[config.mk]
export PLATFORM = sky130hd
export DESIGN_NAME = if_fetch_queue_flat
export DESIGN_NICKNAME = d
export VERILOG_FILES = /design/src/rtl/if_fetch_queue_if.sv /design/src/rtl/if_fetch_queue.sv /design/src/flat_wrapper.sv
export SDC_FILE = /design/constraint.sdc
export NUM_CORES = 1
export LEC_CHECK = 0
export ABC_AREA = 1
export BUFFER_PORTS_ARGS = -buffer_cell sky130_fd_sc_hd__buf_2
export CORE_MARGIN = 3
export CORE_UTILIZATION = 45
export CTS_CLUSTER_DIAMETER = 50
export DETAILED_ROUTE_END_ITERATION = 8
export SLEW_MARGIN = 20
export SYNTH_ARGS = -nofsm -noshare
export SYNTH_HDL_FRONTEND = slang
export SYNTH_SLANG_ARGS = --single-unit
[constraint.sdc]
create_clock -name clk -period 4.7 [get_ports clk]
set_input_delay 0.47 -clock clk [delete_from_list [all_inputs] [get_ports clk]]
set_output_delay 0.47 -clock clk [all_outputs]
set_load 0.05 [all_outputs]
[src/rtl/if_fetch_queue_if.sv]
// Instruction-memory request/response channel between the fetch queue and the memory.
// Requests are valid/ready; responses are valid-only and return in request order.
interface if_fetch_queue_if #(
    parameter int PC_W  = 32,
    parameter int INS_W = 32
);
    logic             req_valid;
    logic [PC_W-1:0]  req_addr;
    logic             req_ready;
    logic             resp_valid;
    logic [INS_W-1:0] resp_data;

    modport master (
        output req_valid,
        output req_addr,
        input  req_ready,
        input  resp_valid,
        input  resp_data
    );

    modport slave (
        input  req_valid,
        input  req_addr,
        output req_ready,
        output resp_valid,
        output resp_data
    );
endinterface

[src/rtl/if_fetch_queue.sv]
// Fetch front end: owns the fetch PC, issues credit-limited in-order requests and
// buffers returned instructions for the IF/ID register, flushing on redirects.
module if_fetch_queue #(
    parameter int              PC_W     = 32,
    parameter int              INS_W    = 32,
    parameter int              DEPTH    = 4,
    parameter logic [PC_W-1:0] RESET_PC = '0
) (
    input  logic              clk,
    input  logic              reset,
    if_fetch_queue_if.master  imem,
    input  logic              redirect_valid,
    input  logic [PC_W-1:0]   redirect_pc,
    input  logic              stall,
    output logic              id_valid,
    output logic [PC_W-1:0]   id_pc,
    output logic [PC_W-1:0]   id_pc_plus4,
    output logic [INS_W-1:0]  id_instr
);
    localparam int AW = $clog2(DEPTH);
    localparam int CW = AW + 1;
    localparam logic [CW-1:0]    FULL = CW'(DEPTH);
    localparam logic [INS_W-1:0] NOP  = INS_W'(32'h0000_0013);

    typedef enum logic {RUN, DRAIN} state_t;

    state_t           state_reg;
    logic [PC_W-1:0]  fetch_pc_reg;
    logic [PC_W-1:0]  resp_pc_reg;
    logic [CW-1:0]    count_reg;
    logic [CW-1:0]    outstanding_reg;
    logic [CW-1:0]    stale_reg;
    logic [AW-1:0]    wr_ptr_reg;
    logic [AW-1:0]    rd_ptr_reg;
    logic [PC_W-1:0]  hold_pc_reg;
    logic [PC_W-1:0]  hold_pc4_reg;

    logic [PC_W-1:0]  slot_pc    [DEPTH];
    logic [INS_W-1:0] slot_instr [DEPTH];

    logic [CW:0]      credit_used;
    logic             accept;
    logic             push;
    logic             pop;
    logic [CW-1:0]    outstanding_next;
    logic [PC_W-1:0]  redirect_target;
    logic [PC_W-1:0]  head_pc;

    // Credits cover both in-flight requests and buffered entries, so a response
    // always finds a free slot.
    assign credit_used     = {1'b0, outstanding_reg} + {1'b0, count_reg};
    assign imem.req_valid  = !reset && (state_reg == RUN) && !redirect_valid
                             && (credit_used < {1'b0, FULL});
    assign imem.req_addr   = fetch_pc_reg;

    assign accept           = imem.req_valid && imem.req_ready;
    assign push             = imem.resp_valid && (state_reg == RUN) && !redirect_valid;
    assign pop              = id_valid && !stall && !redirect_valid;
    assign outstanding_next = outstanding_reg + CW'(accept) - CW'(imem.resp_valid);
    assign redirect_target  = redirect_pc & ~PC_W'(3);

    for (genvar gi = 0; gi < DEPTH; gi++) begin : g_slot
        logic [PC_W-1:0]  pc_reg;
        logic [INS_W-1:0] instr_reg;

        always_ff @(posedge clk) begin
            if (!reset && push && (wr_ptr_reg == AW'(gi))) begin
                pc_reg    <= resp_pc_reg;
                instr_reg <= imem.resp_data;
            end
        end

        assign slot_pc[gi]    = pc_reg;
        assign slot_instr[gi] = instr_reg;
    end

    assign head_pc     = slot_pc[rd_ptr_reg];
    assign id_valid    = (count_reg != '0);
    assign id_pc       = id_valid ? head_pc : hold_pc_reg;
    assign id_pc_plus4 = id_valid ? head_pc + PC_W'(4) : hold_pc4_reg;
    assign id_instr    = id_valid ? slot_instr[rd_ptr_reg] : NOP;

    always_ff @(posedge clk) begin
        if (reset) begin
            state_reg       <= RUN;
            fetch_pc_reg    <= RESET_PC;
            resp_pc_reg     <= RESET_PC;
            count_reg       <= '0;
            outstanding_reg <= '0;
            stale_reg       <= '0;
            wr_ptr_reg      <= '0;
            rd_ptr_reg      <= '0;
            hold_pc_reg     <= '0;
            hold_pc4_reg    <= '0;
        end else begin
            outstanding_reg <= outstanding_next;
            if (id_valid) begin
                hold_pc_reg  <= head_pc;
                hold_pc4_reg <= head_pc + PC_W'(4);
            end
            if (redirect_valid) begin
                // Everything issued before the redirect is still owed by memory
                // and must be swallowed before the new stream starts.
                count_reg    <= '0;
                rd_ptr_reg   <= wr_ptr_reg;
                fetch_pc_reg <= redirect_target;
                resp_pc_reg  <= redirect_target;
                stale_reg    <= outstanding_next;
                state_reg    <= (outstanding_next != '0) ? DRAIN : RUN;
            end else begin
                if (accept) begin
                    fetch_pc_reg <= fetch_pc_reg + PC_W'(4);
                end
                if (push) begin
                    wr_ptr_reg  <= wr_ptr_reg + AW'(1);
                    resp_pc_reg <= resp_pc_reg + PC_W'(4);
                end
                if (pop) begin
                    rd_ptr_reg <= rd_ptr_reg + AW'(1);
                end
                count_reg <= count_reg + CW'(push) - CW'(pop);
                if ((state_reg == DRAIN) && imem.resp_valid) begin
                    stale_reg <= stale_reg - CW'(1);
                    if (stale_reg == CW'(1)) begin
                        state_reg <= RUN;
                    end
                end
            end
        end
    end

    a_no_push_when_full: assert property (@(posedge clk) disable iff (reset)
        !(push && (count_reg == FULL)));

endmodule

[src/flat_wrapper.sv]
// flat-port wrapper written by rule: the top's interface ports become plain ports
module if_fetch_queue_flat 
#(
    parameter int              PC_W     = 32,
    parameter int              INS_W    = 32,
    parameter int              DEPTH    = 4,
    parameter logic [PC_W-1:0] RESET_PC = '0
)
  (clk, reset, redirect_valid, redirect_pc, stall, id_valid, id_pc, id_pc_plus4, id_instr, imem_req_valid, imem_req_addr, imem_req_ready, imem_resp_valid, imem_resp_data);
  if_fetch_queue_if #(.PC_W(PC_W), .INS_W(INS_W)) imem_i ();
  input  logic clk;
  input  logic reset;
  input  logic redirect_valid;
  input  logic [PC_W-1:0] redirect_pc;
  input  logic stall;
  output logic id_valid;
  output logic [PC_W-1:0] id_pc;
  output logic [PC_W-1:0] id_pc_plus4;
  output logic [INS_W-1:0] id_instr;
  output wire logic [$bits(imem_i.req_valid)-1:0] imem_req_valid;
  output wire logic [$bits(imem_i.req_addr)-1:0] imem_req_addr;
  input wire logic [$bits(imem_i.req_ready)-1:0] imem_req_ready;
  input wire logic [$bits(imem_i.resp_valid)-1:0] imem_resp_valid;
  input wire logic [$bits(imem_i.resp_data)-1:0] imem_resp_data;
  assign imem_req_valid = imem_i.req_valid;
  assign imem_req_addr = imem_i.req_addr;
  assign imem_i.req_ready = imem_req_ready;
  assign imem_i.resp_valid = imem_resp_valid;
  assign imem_i.resp_data = imem_resp_data;
  if_fetch_queue #(.PC_W(PC_W), .INS_W(INS_W), .DEPTH(DEPTH), .RESET_PC(RESET_PC)) u_core (.clk(clk), .reset(reset), .imem(imem_i), .redirect_valid(redirect_valid), .redirect_pc(redirect_pc), .stall(stall), .id_valid(id_valid), .id_pc(id_pc), .id_pc_plus4(id_pc_plus4), .id_instr(id_instr));
endmodule
---- Word level (Yosys, flattened, before mapping) ----
Index checks and enable logic that the tools add are counted.
W data, S select, Z words.
storage, ports and cells
  flip-flop bits (word level) ............. 398
  bits in latches ......................... 0
  RAM bits ................................ 0
  memory bits (read-only) ................. 0
  input bits .............................. 70
  output and inout bits ................... 130
  word-level logic and storage cells ...... 89
  memories ................................ 0
operators by class
  add/sub/neg operators ................... 11
  $mul .................................... 0
  divide/modulo/power cells ............... 0
  magnitude comparators ................... 2
  equal/unequal tests ..................... 4
  shift-type cells ........................ 0
  muxes and demuxes ....................... 21
  bitwise operators ....................... 3
  reduce and logical (&&, ||, !) cells .... 28
operators by type and width
  operator                 number
  $mux W32                 11
  $bmux W32 S2             2
  $add A32 B3 Y32 const B  3
  $logic_and A1 B1 Y1      14
  $reduce_bool A2 Y1       5
  $add A3 B1 Y3            2
  $mux W3                  2
  $reduce_bool A3 Y1       2
  $sub A3 B1 Y3            2
  $add A2 B1 Y2 const B    2
  $add A3 B3 Y4            1
  $eq A2 B2 Y1 const B     2
  $lt A4 B3 Y1 const B     1
  $mux W1                  4
  $mux W2                  2
  $reduce_and A2 Y1        2
  $eq A3 B1 Y1 const B     1
  $ge A3 B3 Y1 const B     1
  $logic_not A1 Y1         3
  $not A2 Y3               1
  $sub A3 B1 Y3 const B    1
  $eq A2 B1 Y1 const B     1
  $logic_not A2 Y1         1
  $not A1 Y1               2
  $reduce_or A2 Y1         1

---- Longest topological paths before layout ----
Gate-level depths: netlist of run 1.
  depth after elaboration ................. 10
  gate-level depth with buffers ........... 15

---- Worst setup path after synthesis of run 1 ----
OpenSTA, ideal clock, no wires.
  path type ............................... input port to flip-flop
  start point ............................. in imem_resp_valid
  end point ............................... reg u_core.g_slot[0].instr_reg[0], enable pin
  arrival time ............................ 3.776 ns
  path slack .............................. 0.442 ns
  stages .................................. 6
  path buffers ............................ 0
  cells stage by stage .................... inv_1 > nor2_1 > inv_1 > nor2_1 > inv_1 > nor2_1
on the way
  longest elaborated chain between the ends .. 4
ends and longest elaborated chain
  what                               RTL line              RTL
  start: declaration                 flat_wrapper.sv:23    input wire logic [$bits(imem_i.resp_valid)-1:0] imem_resp_valid;
  $logic_and A1 B1 Y1 (2 in series)  if_fetch_queue.sv:57  assign push = imem.resp_valid && (state_reg == RUN) && !redirect_valid;
  $logic_and A1 B1 Y1 (2 in series)  if_fetch_queue.sv:67  if (!reset && push && (wr_ptr_reg == AW'(gi))) begin
  end signal: assignment             if_fetch_queue.sv:69  instr_reg <= imem.resp_data;
  end: declaration                   if_fetch_queue.sv:64  logic [INS_W-1:0] instr_reg;
No other way between the ends.
A chain may end at the register's enable or synchronous reset.

---- Worst setup path after layout of run 1 ----
  start point ............................. reg u_core.rd_ptr_reg[0]
  end point ............................... out id_pc_plus4[27]
on the way
  longest elaborated chain between the ends .. 6
ends and longest elaborated chain
  what                                          RTL line               RTL
  start: declaration                            if_fetch_queue.sv:34   logic [AW-1:0] rd_ptr_reg;
  start signal: assignment                      if_fetch_queue.sv:105  rd_ptr_reg <= wr_ptr_reg;
  start signal: assignment                      if_fetch_queue.sv:119  rd_ptr_reg <= rd_ptr_reg + AW'(1);
  $not A2 Y3 (implied by the code)              if_fetch_queue.sv:77   assign head_pc = slot_pc[rd_ptr_reg];
  $bmux W32 S2                                  if_fetch_queue.sv:77
  $mux W32 (implied by the code) (2 in series)  if_fetch_queue.sv:77
  $add A32 B3 Y32                               if_fetch_queue.sv:80   assign id_pc_plus4 = id_valid ? head_pc + PC_W'(4) : hold_pc4_reg;
  $mux W32                                      if_fetch_queue.sv:80
  end: declaration                              flat_wrapper.sv:18     output logic [PC_W-1:0] id_pc_plus4;
No other way between the ends. The select of a mux whose other input is x is not followed.

==> flow_results.org, run 1 <==
** Power and ir drop
- The analysis attributes to cell leakage a power of roughly 0.0085 µW.
- In this run the power density over the cells is between 400 and 500 nW/µm².
- Summing internal, switching and leakage power gives slightly below 9000 µW.
- Worst-case vdd ir drop :: between 0.0002 and 0.0003 V

** Final layout
- The filler cells instantiated in the layout total ~3700.
- The register with the most flip-flops in the layout has approximately 130 of them.
- The final layout contains roughly 2400 nets.
- Relative to the synthesized area, the layout overhead comes to 15.8%.
- The repair_antennas step left the layout with diodes totalling 0.
- Layout cells sized above 1 :: 0.140

** Synthesis
- Top cell type's share of synthesized area :: 0.411
- Leading post-synthesis cells by cell area :: sky130_fd_sc_hd__edfxtp_1, sky130_fd_sc_hd__dfxtp_1, sky130_fd_sc_hd__nand2_1
- Of the synthesized area, sequential elements account for 0.563.
- Leading cell types by count after synthesis :: sky130_fd_sc_hd__nand2_1, sky130_fd_sc_hd__nor2_1, sky130_fd_sc_hd__edfxtp_1
- Each instance of the synthesized netlist takes up on average around 8.6 µm².
- Most numerous cell in the Yosys netlist :: sky130_fd_sc_hd__nand2_1
- Number of warnings issued by yosys :: 0
- Synthesized flop and latch total :: roughly 390
- The cell area that synthesis handed to floorplanning was around 18000 µm².
- Cell taking the most area after synthesis :: sky130_fd_sc_hd__edfxtp_1
- Post-synth EDFFs :: between 200 and 250
- For this run, asynchronously set or reset flops after synthesis account for 0.
- Counting distinct cell types in the post-synthesis netlist gives 42.
- Synthesis handed over a netlist of ~2100 instances.
- Main flop type after synthesis :: sky130_fd_sc_hd__edfxtp_1

** STA
- Timing would allow up to between 200 and 250 MHz.
- The final count of pins violating max slew is 0.
- Setup violations remaining at the end of the flow were counted as 0.
- Tightest Pin Transition :: approximately 1100 ps
- Final worst path period need :: between 4000 and 5000 ps
- Hold violation count in the final report :: 0
- Max-slew headroom at the worst pin :: 0.294
- Dividing the final minimum period by the clock period gives 0.880.
- Adding up every negative setup slack in the final design gives 0 ps.
- Between clock sinks in the finished design, the worst skew comes to around 20 ps.
- Setup repair after global routing left no endpoint under its margin.

** Critical path
- STA puts the critical path data required time at around 4200 ps.
- Buf/Inv on CP :: 3
- STA classifies the critical path endpoint as a primary output.
- Among all stages on the critical path, the largest delay is contributed by sky130_fd_sc_hd__dfxtp_4.
- The critical path goes through clkinv_2, buf_4, nand2_1, nand2_1, nand2_1, nand2_1, nor2_1, a21oi_1, nand3b_1, nand2_1, buf_2.
- Of all nets on the critical path, the largest fanout is 48.
- Critical path type :: reg -> out
- For this run, the slowest stage of the critical path takes roughly 620 ps.
- The worst setup path is launched from a flop.
- Counting stages on the worst path, the most repeated cell is sky130_fd_sc_hd__nand2_1.
- Kind of cell with the highest combined delay on the critical path :: buffers and inverters
- For the worst setup path, the data arrival time is 3670 ps.

** Global route
- The number of antenna violations at the first check in global routing was 1.
- For this run the aggregate overflow at the end of global routing stands at 0.
- The number of global-route vias before repair came to ~14000.
- Wire length of the first global-routing pass :: 74.1 mm
- Pin count of the biggest net entering global routing :: between 100 and 150
- In the global route stage, overall resource usage came out at 0.221.

** Detailed routing
- First-iteration detailed-routing DRC count :: roughly 1100
- Wires add up to about 48 mm.
- After detailed routing, the average wire length per cell comes to between 15 and 20 µm.
- The first TritonRoute pass finished after 5 iterations.
- Using the TritonRoute via totals, the vias-per-cell ratio works out to approximately 5.2.
- Post-DRT Antenna Nets :: 0
- For this block, the via count after detailed routing is roughly 15000.
- Remaining design rule violation count :: 0

** Clock network
- Hold-fix buffer count after cts :: 0
- The longest clock path from root to sink contains 3 buffers.
- The H-tree was split into 2 levels.
- The number of setup buffers added after CTS is 0.
- Library cell used as clock root buffer :: sky130_fd_sc_hd__clkbuf_16
- Counting the buffers created by CTS gives between 40 and 50.
- Clock-pin slew was measured on the worst setup and hold paths at approximately 60 ps.
- After clock tree synthesis, the repair step resized 0 gates.
- Sink Count :: between 300 and 400
- Clk_lat worst skew :: approximately 570 ps
- TritonCTS clock tree :: done

** Floorplanning
- Die Footprint :: 42700 µm²
- Area of the core :: roughly 40000 µm²
- The initial utilization of the core area, before any placement, comes to 0.463.
- The floorplan step set the die height to between 200 and 250 µm.
- I/O pin count :: 200
- The floorplan step set the die width to slightly above 200 µm.
- Number of rows created at floorplan :: a little over 70

** Placement
- Final weighted congestion of routability-driven global placement :: about 0.94
- Buffers added on ports :: 195
- Detailed placer's ending HPWL :: between 30 and 40 mm

** Status
- The flow ran to the end, and the final reports show no timing, DRC or antenna violations.

** Job
- Number of violations of the max-capacitance limit :: 0

** Min path
- In this run the worst hold path is classified as in -> reg.
power by group:
group / total [µW] / switching (µW) / internal, µW / leakage [µW]
registers: 3850 / 108 / 3750 / 0.00339
logic: 1440 / 1080 / 358 / 0.00433
clock network: 3540 / 1440 / 2100 / 0.000736
layer usage:
layer  GRT usage  wire length [µm]  vias up
li1            -                 -     7357
met1       0.311             21600     6844
met2       0.350             21700      463
met3      0.0412              3340       94
met4      0.0653              1140        2
met5           0                13        -
worst paths after layout:
check                                       start  depth (start not counted)                                        to  slack (ps)
max             u_core.rd_ptr_reg[0]$_SDFFE_PP0P_                         11                           id_pc_plus4[27]         560
min                            imem_resp_data[17]                          1  u_core.g_slot[0].instr_reg[17]$_DFFE_PP_         120
max reg2reg  u_core.outstanding_reg[1]$_SDFF_PP0_                         11     u_core.imem.req_addr[21]$_SDFFE_PP0P_        1730
min reg2reg      u_core.hold_pc_reg[0]$_SDFF_PP0_                          2          u_core.hold_pc_reg[0]$_SDFF_PP0_         440
worst register-to-register path, delay by kind of cell (launching register included):
family                   cells  cell delay (ps)
AND/OR/NAND/NOR              5             1080
flip-flops                   1              350
buffers and inverters        3              740
AO/OA/AOI/OAI                2              430
adder cells (fa/ha/maj)      1              290
metrics by stage:
stage,instance area [µm²],setup slack (ps),hold WS (ps),std cells,utilization
final,21000,565,122,2830,0.536
after global routing,21000,254,101,2830,0.536
after global placement,19500,1170,432,2744,0.497
after CTS,21000,515,84.7,2830,0.536
after floorplan,18100,442,425,2112,-
after detailed placement,19500,1160,440,2744,0.497
cells in the final DEF, fill, tap and decap left out, types with 9 or more instances in the layout:
cell type	count
sky130_fd_sc_hd__nand3b_1	9
sky130_fd_sc_hd__clkbuf_16	47
sky130_fd_sc_hd__nand4_1	14
sky130_fd_sc_hd__dfxtp_1	136
sky130_fd_sc_hd__a211oi_1	28
sky130_fd_sc_hd__nand2_2	9
sky130_fd_sc_hd__inv_1	157
sky130_fd_sc_hd__nor2_1	290
sky130_fd_sc_hd__nand3_1	97
sky130_fd_sc_hd__xor2_1	26
sky130_fd_sc_hd__o21ai_0	137
sky130_fd_sc_hd__and2_1	10
sky130_fd_sc_hd__nand2_1	577
sky130_fd_sc_hd__nor3_1	35
sky130_fd_sc_hd__edfxtp_1	248
sky130_fd_sc_hd__buf_4	17
sky130_fd_sc_hd__a31oi_1	25
sky130_fd_sc_hd__ha_1	15
sky130_fd_sc_hd__xnor2_1	9
sky130_fd_sc_hd__buf_2	194
sky130_fd_sc_hd__a21oi_1	133
area by class of cell:
cell class | count | area [µm²] | area share
inverter | 160 | 602 | 0.0287
multi-input combinational | 1464 | 6820 | 0.325
sequential | 386 | 10200 | 0.487
timing repair buffer | 216 | 1200 | 0.0571
clock buffer | 56 | 1220 | 0.0583
tap | 518 | 648 | 0.0309
clock inverter | 30 | 292 | 0.0139
cell families after synthesis:
kind of cell	count (synthesis)	synth area share
buffers and inverters	262	0.0635
other	1	0.000207
AOI/OAI and AO/OA	353	0.108
adders and majority gates	17	0.0126
and+or+nand+nor	1057	0.236
DFF	386	0.563
xor gates and xnor gates	35	0.0169
(Power assumes the default switching activity.)
==> run 2, diff against run 1 <==
==> constraint.sdc (replaced) <==
create_clock -name clk -period 4.2 [get_ports clk]
set_input_delay 0.42 -clock clk [delete_from_list [all_inputs] [get_ports clk]]
set_output_delay 0.42 -clock clk [all_outputs]
set_load 0.05 [all_outputs]
==> flow_results.org, run 2 (same netlist as run 1, synthesis figures left out) <==
** Status
- Result of the run :: complete, no violations (unchanged)

** Critical path
- Peak per-stage delay on the critical path :: 540 ps (was 620 ps)
- Stages on the worst setup path :: 14 (was 11)
- The gate family responsible for the most delay along the worst path was simple AND/OR/NAND/NOR gates (was buffers and inverters).
- CP Max Fanout :: 29 (was 48)
- The kind of launch point of the worst setup path was a flop (unchanged).
- The required arrival time at the worst endpoint came to 3780 ps (was 4230 ps).
- The slowest cell on the critical path was sky130_fd_sc_hd__dfxtp_4 (unchanged).
- Endpoint arrival time on the critical path :: 3310 ps (was 3670 ps)
- Buf/Inv on CP :: 3 (unchanged)
- The most common cell type on the critical path was sky130_fd_sc_hd__nand2_1 (unchanged).
- Depth of the worst register-to-register path :: 12 (was 11)
- Critical path type :: reg -> out (unchanged)
- The sort of element at the end of the critical path is a primary output (unchanged).
- Worst path cell trace: clkinv_2, nand2_1, nand3_1, nand2_1, inv_1, ha_1, nand3_1, nor2_1, nand2_1, nand2_2, nand2_1, nand2_1, nand2_1, buf_2 (was clkinv_2, buf_4, nand2_1, nand2_1, nand2_1, nand2_1, nor2_1, a21oi_1, nand3b_1, nand2_1, buf_2).

** Clock network
- The CTS tree is done (unchanged).
- The total clock sinks came to 386 (unchanged).
- The clock-pin slew of the registers on the worst-case setup and hold paths was 60 ps (about the same).
- Post-cts repair resize count :: 0 (unchanged)
- The maximum buffer depth of the clock tree came to 3 (unchanged).
- Clk_lat worst skew :: 580 ps (was 570 ps)
- The post-CTS repair timing setup buffer count is 0 (unchanged).
- Inserted Clock Buffers :: 46 (was 47)
- Library cell used as clock root buffer :: sky130_fd_sc_hd__clkbuf_16 (unchanged)
- Hold-fix buffer count after cts :: 0 (unchanged)
- The maximum level of the CTS H-tree came to 2 (unchanged).

** STA
- The final count of pins violating max slew was 0 (unchanged).
- Post-route worst setup slack :: 471 ps (was 565 ps)
- The setup-violating endpoint count in the final report is 0 (unchanged).
- Clock skew after layout :: 20.7 ps (was 20.2 ps)
- Setup repair after global routing missed its margin: no (unchanged).
- The hold violation count in the final report came to 0 (unchanged).
- Final worst path period need :: 3730 ps
- The smallest hold slack was 57.7 ps (was 122 ps).
- The slew at the pin with the worst max-slew slack was 1020 ps (was 1060 ps).
- In the finished design, the share of the clock period the worst path needs comes to 0.888.
- The headroom to the max-slew limit is 0.321 (was 0.294).
- Max frequency :: between 200 and 300 MHz

** Detailed routing
- The first-iteration detailed-routing DRC count was 804 (was 1059).
- Routed len/inst :: 16.9 µm (about the same)
- The via-per-instance ratio was 5.14 (was 5.22).
- The count of nets left with antenna violations after detail routing came to 0 (unchanged).
- The via count came to 14600 (was 14800).
- WL final :: 47.9 mm (was 47.8 mm)
- The number of detailed-routing iterations run before antenna repair was 5 (unchanged).
- The remaining design rule violation count is 0 (unchanged).

** Floorplanning
- I/O pin count :: 200 (unchanged)
- The full die area was 42700 µm² (unchanged).
- The number of rows created at floorplan is 72 (unchanged).
- Die Ht :: 207 µm (unchanged)
- The die outline width was 207 µm (unchanged).
- The total core area is 39200 µm² (unchanged).
- The effective utilization at floorplan is 0.463 (unchanged).

** Global route
- The remaining global-route overflow was 0 (unchanged).
- Pin count of the biggest net entering global routing :: 132 (was 131)
- The number of global-route vias before repair is 13500 (was 13800).
- Wire length of the first global-routing pass :: 73.3 mm (was 74.1 mm)
- The number of antenna violations at the first check in global routing is 1 (unchanged).
- The all-layer global routing usage came to 0.220 (was 0.221).

** Power and ir drop
- Total power density per cell area :: 468 nW/µm² (was 421 nW/µm²)
- The leakage power was 0.00846 µW (was 0.00845 µW).
- Worst-case vdd ir drop :: 0.000306 V (was 0.000252 V)

** Job
- The total of max-cap violations came to 0 (unchanged).

** Final layout
- Most common cell after layout, fill and taps aside :: sky130_fd_sc_hd__nand2_1 (unchanged)
- Layout cells sized above 1 :: 0.140 (about the same)
- The sequential cell area in the final layout came to 10200 µm² (unchanged).
- Max FFs per register :: 128 (unchanged)
- Most used cells in the layout excluding fill and tap cells :: sky130_fd_sc_hd__nand2_1, sky130_fd_sc_hd__nor2_1, sky130_fd_sc_hd__edfxtp_1 (unchanged)
- The layout overhead on the synthesized area came to 15.8% (about the same).
- Nets :: 2366 (was 2362)
- The total area of multi-input combinational cells came to 6820 µm² (unchanged).
- Antenna diode count :: 0 (unchanged)
- The filler cell count in the final layout was 3609 (was 3693).
- The design area came to 21000 µm² (about the same).

** Placement
- The number of port buffers is 195 (unchanged).
- The placement-stage cell area came to 19500 µm² (about the same).
- The placement-stage worst setup slack is 1050 ps (was 1160 ps).
- Detailed placer's ending HPWL :: 31.8 mm (was 30.9 mm)
- Final weighted congestion of routability-driven global placement :: 0.908 (was 0.937)

** Min path
- Classification of the worst-slack hold path :: in -> reg (unchanged)
- The worst hold path depth was 1 (unchanged).
run 2: per-layer routing:
| layer | wire length [µm] | part of all wire | up-vias | GRT usage |
|---|---|---|---|---|
| met1 | 22000 | 0.46 | 6717 | 0.310 |
| met5 | 0 | 0 | - | 0 |
| met2 | 22000 | 0.46 | 395 | 0.355 |
| li1 | - | - | 7365 | - |
| met3 | 2650 | 0.055 | 73 | 0.0306 |
| met4 | 1220 | 0.025 | 0 | 0.0677 |
run 2: through the flow:
step                std cells  TNS, ps   util  power (µW)
finish                   2833        0  0.536        9830
global route             2833        0  0.536       10200
CTS                      2833        0  0.536        9940
detailed placement       2749        0  0.498        6010
global placement         2749        0  0.498        5990
floorplan                2112    -1970      -        5580
run 2: final timing paths:
path         slack, ps                            startpoint                                       end
max                470     u_core.rd_ptr_reg[0]$_SDFFE_PP0P_                           id_pc_plus4[30]
min                 60                    imem_resp_data[10]  u_core.g_slot[3].instr_reg[10]$_DFFE_PP_
max reg2reg       1070  u_core.outstanding_reg[1]$_SDFF_PP0_     u_core.imem.req_addr[28]$_SDFFE_PP0P_
min reg2reg        440     u_core.hold_pc4_reg[0]$_SDFF_PP0_         u_core.hold_pc4_reg[0]$_SDFF_PP0_
run 2: layout make-up:
cell class / count / share of cell area
timing repair buffer: 221 / 0.0588
clock buffer: 51 / 0.0557
multi-input combinational: 1464 / 0.324
inverter: 160 / 0.0286
tap: 518 / 0.0308
sequential: 386 / 0.486
clock inverter: 33 / 0.0154
run 2: report_power, final:
| group | switching [µW] | total (µW) | internal [µW] |
|---|---|---|---|
| Sequential | 120 | 4310 | 4190 |
| Combinational | 1210 | 1620 | 404 |
| Clock | 1580 | 3900 | 2330 |
